==> src/rtl/uart_frame_arb.sv <==
// uart_frame_arb: round-robin framer sharing one 8N1 UART transmitter between two channels.
// Define UART_FRAME_CKSUM_EN to append a sum-mod-256 checksum byte (ID, LEN, payload) to each frame.
module uart_frame_arb #(
  parameter logic [7:0] HEADER = 8'hA5,
  parameter int LEN_W = 4
) (
  input  logic             clk_50,
  input  logic             rst_n,
  input  logic             ch0_req,
  input  logic [LEN_W-1:0] ch0_len,
  input  logic [7:0]       ch0_data,
  output logic             ch0_rd,
  output logic             ch0_done,
  input  logic             ch1_req,
  input  logic [LEN_W-1:0] ch1_len,
  input  logic [7:0]       ch1_data,
  output logic             ch1_rd,
  output logic             ch1_done,
  output logic             tx_vld,
  output logic [7:0]       tx_data,
  input  logic             tx_done,
  output logic             busy
);
  typedef enum logic [2:0] {IDLE, HDR, ID, LEN, PAY, CKS, WAIT, DONE} state_t;
  state_t state, state_n, after, after_n, fin;
  logic gnt, last_gnt, pick, issue, grant;
  logic [LEN_W-1:0] len, cnt, cnt_inc;
  logic [7:0] cur, byte_q, cks_byte;
`ifdef UART_FRAME_CKSUM_EN
  logic [7:0] cks;
  assign cks_byte = cks;
  assign fin = CKS;
  always_ff @(posedge clk_50 or negedge rst_n)
    if (!rst_n) cks <= '0;
    else if (grant) cks <= '0;
    else if (state inside {ID, LEN, PAY}) cks <= cks + cur;
`else
  assign cks_byte = 8'h00;
  assign fin = DONE;
`endif
  assign grant = state == IDLE && (ch0_req || ch1_req);
  assign pick = (ch0_req && ch1_req) ? ~last_gnt : ch1_req;
  assign issue = state inside {HDR, ID, LEN, PAY, CKS};
  assign cnt_inc = cnt + 1'b1;
  assign cur = state == HDR ? HEADER :
               state == ID  ? {7'b0, gnt} :
               state == LEN ? 8'(len) :
               state == PAY ? (gnt ? ch1_data : ch0_data) : cks_byte;
  assign tx_vld = issue;
  assign tx_data = issue ? cur : byte_q;
  assign ch0_rd = state == PAY && !gnt;
  assign ch1_rd = state == PAY && gnt;
  assign ch0_done = state == DONE && !gnt;
  assign ch1_done = state == DONE && gnt;
  assign busy = state != IDLE;
  // after remembers which issue state follows the current byte's WAIT
  always_comb begin
    state_n = state;
    after_n = after;
    case (state)
      IDLE: state_n = grant ? HDR : IDLE;
      HDR:  after_n = ID;
      ID:   after_n = LEN;
      LEN:  after_n = len == '0 ? fin : PAY;
      PAY:  after_n = cnt_inc == len ? fin : PAY;
      CKS:  after_n = DONE;
      WAIT: state_n = tx_done ? after : WAIT;
      DONE: state_n = IDLE;
    endcase
    if (issue) state_n = WAIT;
  end
  always_ff @(posedge clk_50 or negedge rst_n)
    if (!rst_n) begin
      state <= IDLE;
      after <= IDLE;
      gnt <= 1'b0;
      last_gnt <= 1'b1;
      len <= '0;
      cnt <= '0;
      byte_q <= '0;
    end else begin
      state <= state_n;
      after <= after_n;
      if (grant) begin
        gnt <= pick;
        len <= pick ? ch1_len : ch0_len;
        cnt <= '0;
      end
      if (issue) byte_q <= cur;
      if (state == PAY) cnt <= cnt_inc;
      if (state == DONE) last_gnt <= gnt;
    end
endmodule

==> config.mk <==
export PLATFORM = sky130hd
export DESIGN_NAME = uart_frame_arb
export DESIGN_NICKNAME = d
export VERILOG_FILES = /design/src/rtl/uart_frame_arb.sv
export SDC_FILE = /design/constraint.sdc
export NUM_CORES = 1
export LEC_CHECK = 0
export CAP_MARGIN = 20
export CORE_MARGIN = 3
export CORE_UTILIZATION = 46
export DETAILED_ROUTE_END_ITERATION = 6
export PLACE_DENSITY_LB_ADDON = 0.12
export SLEW_MARGIN = 20
export SYNTH_ARGS = -nofsm -noshare
export SYNTH_HDL_FRONTEND = slang
export SYNTH_SLANG_ARGS = --single-unit
==> constraint.sdc <==
create_clock -name clk_50 -period 2.2 [get_ports clk_50]
set_clock_uncertainty 0.15 [all_clocks]
set_input_delay 0.66 -clock clk_50 [delete_from_list [all_inputs] [get_ports clk_50]]
set_output_delay 0.66 -clock clk_50 [all_outputs]
set_load 0.05 [all_outputs]
---- After elaboration in Yosys (flattened, before gate mapping) ----
Cells that the tools add are included.
word-level totals
  register bits ........................... 24
  bits of input ports ..................... 29
operators by class
  add/sub/neg operators ................... 1
  equal/unequal tests ..................... 8
  multiplexer cells ....................... 17
  bitwise operators ....................... 1
  reduce and logical (&&, ||, !) cells .... 14
operators by type and width
  cell                                                              count
  8-bit 2-to-1 mux                                                  6
  3-bit case mux with 5 select lines                                1
  3-bit == test (second input constant)                             4
  4-bit 2-to-1 mux                                                  3
  3-bit case mux with 3 select lines                                1
  3-bit by 2-bit == test with 1-bit output (second input constant)  2
  1-bit logical AND                                                 6
  3-bit 2-to-1 mux                                                  2
  5-bit nonzero test                                                1
  4-bit by 1-bit adder with 4-bit output (second input constant)    1
  4-bit == test                                                     1
  4-bit logical NOT                                                 1
  2-bit 2-to-1 mux                                                  2
  4-bit nonzero test                                                1
  3-bit by 1-bit == test with 1-bit output (second input constant)  1
  3-bit logical NOT                                                 1
  3-bit nonzero test                                                1
  1-bit 2-to-1 mux                                                  2
  2-bit nonzero test                                                1
  1-bit logical NOT                                                 1
  1-bit logical OR                                                  1
  1-bit inverter                                                    1

---- Longest topological paths before layout ----
  depth after elaboration ................. 6
  mapped depth ............................ 6
  gate-level depth less buffers ........... 5

---- Worst setup path after synthesis ----
OpenSTA, ideal clock, no wires.
  kind .................................... flip-flop to output port
  from .................................... register state[1]
  to ...................................... output port tx_data[4]
  data arrival time ....................... 2.146 ns
  required time ........................... 1.390 ns
  slack ................................... -0.756 ns
  cell stages (with the launch flop) ...... 6
  cells stage by stage .................... dfrtp_1 buf_4 nor2_1 nand2_1 buf_2 o21ai_0
between the ends
  word-level cells in the longest chain between the ends .. 6
RTL lines
  what                    RTL line  source
  start, declared         25        state_t state, state_n, after, after_n, fin;
  start signal, assigned  82        state <= state_n;
  3-bit == test           43, 48
  8-bit 2-to-1 mux        48        state == PAY ? (gnt ? ch1_data : ch0_data) : cks_byte;
  8-bit 2-to-1 mux        47        state == LEN ? 8'(len) :
  8-bit 2-to-1 mux        46        state == ID ? {7'b0, gnt} :
  8-bit 2-to-1 mux        45        assign cur = state == HDR ? HEADER :
  8-bit 2-to-1 mux *      50        assign tx_data = issue ? cur : byte_q;
  end, declared           20        output logic [7:0] tx_data,
Every way passes the cells marked *; elsewhere a longest branch is shown, timed or not.

---- Worst setup path in the final report ----
  from .................................... register state[1]
  to ...................................... output port tx_data[1]
Same word-level chain as after synthesis.

==> results.tsv <==
stage	metric	value	unit
drt	wl	4880	um
drt	ant_nets	0	
synthesis	yosys_warnings	0	
die	core	2810	sq um
die	dieArea	3680	sq um
die	die_height	60.6	um
die	rows	19	
drt	post_drt_wl_per_cell	18.9	um
timing	timing.fmax	392	MHz
place	gp_congestion	0.817	
critical_path	timing.rr.start	state[0]	
timing	fin_ws	-0.349	ns
place	dp_cells	231	
global_route	overflow	0	
final_layout	antennaDiodeCount	0	
final_layout	ff_latch_area	606	sq um
critical_path	critPathMaxFanout	5	
timing	worstMarginPinSlew	0.316	ns
final_layout	finalNetCount	259	
clocking	cts-buffers-inserted	3	
final_layout	fin_cells	259	
critical_path	r2r_cells	7	
global_route	grt_pass1_wl	6530	um
global_route	track_usage	0.243	
worst_hold_path	min_from	last_gnt	
clocking	cts.hold.buffers_added	0	
clocking	cts_max_path_buffers	2	
die	die_w	60.6	um
critical_path	end_kind	output pin	
timing	fin_crit_sh	1.16	
synthesis	synthCells	152	
drt	drtPass1Iterations	4	
clocking	cts_num_sinks	24	
timing	final_max_slew_viol_count	0	
critical_path	reg2reg_to	after[0]	
critical_path	cp.arrival	1.74	ns
die	initial_utilization	0.489	
worst_hold_path	hold_end	last_gnt	
power_and_ir_drop	power	4.17	mW
clocking	cts_tree	yes	
final_layout	multiInputGateArea	900	sq um
synthesis	synthesis.area	1370	sq um
worst_hold_path	worstHoldPathType	flip-flop to flip-flop	
clocking	htree_num_levels	1	
timing	setup_viol_count_final	14	
synthesis	ys_types	36	
final_layout	final_cell_area	2470	sq um
die	io_pins	43	
final_layout	final_cell_mix	31 x buf_4, 20 x dfrtp_1, 16 x clkdlybuf4s50_1, 15 x nand2_1, 15 x buf_12	
worst_hold_path	whs_path_depth	1	
power_and_ir_drop	power.leakage	1.11	nW
timing	rsz0062_at_grt	yes	
drt	vias	1480	
place	postPlaceCellArea	2120	sq um
critical_path	critPathRequiredTime	1.39	ns
global_route	grt_max_degree	25	
critical_path	crit_type	flip-flop to output pin	
drt	drtIter0Drc	79	
synthesis	ys_seq_elements	24	
power_and_ir_drop	irDropWorstVdd	0.000964	V
place	dp.final_hpwl	2890	um
place	post-place-ws	-0.512	ns
place	port_buffers	42	
drt	vias_per_cell	5.71	
clocking	root_buffer	clkbuf_4	
outcome	failed_checks	negative setup slack	
clocking	clk_latency	0.33	ns
final_layout	area_growth	80.2	%
timing	tns	-3.09	ns
global_route	grt_pass1_vias	1401	
power_and_ir_drop	power.density	1690	nW/um^2
final_layout	final_common_cell	buf_4	
clocking	path_clk_slew	0.14	ns
final_layout	fill_cells	109	
outcome	outcome	finished, violations left	
timing	slew_headroom	0.789	
timing	min_period	2.55	ns
synthesis	synth_nets	182	
drt	drcViolationCount	0	
synthesis	syn_area_per_cell	9.03	sq um
final_layout	drive_gt1_frac	0.417	
critical_path	critPathLaunchType	flip-flop	
critical_path	ff2ff_setup_slack	0.33	ns
timing	hold_viol	0	
synthesis	seq_area_frac_synth	0.438	
global_route	antenna_found_initial	0	
flow_run	maxCapViolCount	0	
[flip-flops by register name, summed over array words and instances (netlist names)]
| register | flops |
|---|---|
| after | 3 |
| byte_q | 8 |
| cnt | 4 |
| gnt | 1 |
| last_gnt | 1 |
| len | 4 |
| state | 3 |
[cells by family after synthesis]
group,synth area share
XOR/XNOR,0.0447
AND/OR/NAND/NOR,0.163
AO/OA/AOI/OAI,0.196
multiplexers,0.0948
flip-flops,0.438
adder cells (fa/ha/maj),0.00911
buffers and inverters,0.0538
[routing by layer]
layer  vias to the layer above  track usage  share of wire
met3                        21       0.0340          0.060
met1                       717        0.259           0.39
li1                        681            -              -
met5                         -            0              0
met4                         0        0.108          0.036
met2                        61        0.469           0.51
[where the power goes]
| part | total [mW] | switching (mW) | internal (mW) |
|---|---|---|---|
| clock | 0.218 | 0.147 | 0.0712 |
| sequential | 0.869 | 0.219 | 0.650 |
| combinational | 3.08 | 1.62 | 1.46 |
[through the flow]
stage / hold WS, ns / util
finish: 0.370 / 0.882
global route: 0.395 / 0.882
CTS: 0.373 / 0.825
detailed placement: 0.353 / 0.756
global placement: 0.338 / 0.756
floorplan: 0.214 / -
[critical path, stage by stage, from the launching register on]
cell and delay, ns:
dfrtp_2 0.46, buf_6 0.14, and2_4 0.18, a221oi_2 0.26, buf_4 0.17, a21oi_4 0.04, buf_12 0.15
[synthesized netlist by cell type]
master      n  area, sq um
o21ai_0    16         80.1
nor3b_1     1         7.51
nand3_1     5         25.0
nand3_2     1         10.0
buf_2       7         35.0
xnor2_1     4         35.0
inv_1       7         26.3
a21boi_1    1         7.51
nor2b_1     1         6.26
a221oi_1    2         17.5
xor2_1      3         26.3
o22ai_1     1         6.26
a221o_1     1         10.0
buf_4       1         7.51
o21ai_1     1         5.00
a211oi_2    1         12.5
o21a_1      1         7.51
mux2i_1    13          130
and2_1      1         6.26
o211ai_1    1         7.51
o21ai_2     2         17.5
dfstp_2     1         26.3
a21o_1      2         15.0
a211oi_1    1         7.51
or4_4       1         11.3
a31oi_1     1         6.26
nand2_1    17         63.8
a2bb2oi_1   1         8.76
or2_2       1         6.26
a21oi_1     9         45.0
nor3_4      1         16.3
o31ai_1     2         15.0
clkbuf_2    1         5.00
nor2_1     19         71.3
dfrtp_1    23          576
ha_1        1         12.5
[area by class of cell]
cell class | count | share of cell area
clock buffers | 4 | 0.0106
well taps | 31 | 0.0157
multi-input cells | 112 | 0.364
repair buffers | 81 | 0.355
inverters | 7 | 0.0106
flip-flops and latches | 24 | 0.245
[how the worst max path moves through the flow]
stage | from | end | slack [ns] | depth (start not counted)
2_1_floorplan | state[2] | tx_data[5] | -0.18 | 3
3_5_place_dp | ch1_data[3] | tx_data[3] | -0.51 | 6
4_1_cts | state[0] | tx_data[3] | -0.28 | 5
5_1_grt | state[0] | tx_data[0] | -0.37 | 5
3_3_place_gp | ch1_data[1] | tx_data[1] | -0.33 | 6
6_report | state[1] | tx_data[1] | -0.35 | 6
[timing repair]
item,in CTS,in global routing
setup endpoints to repair,14,14
hold endpoints to repair,0,0
setup buffers,9,15
pin swaps,15,7
cloned,0,0
gates resized for setup,43,9
(Power assumes the default switching activity.)
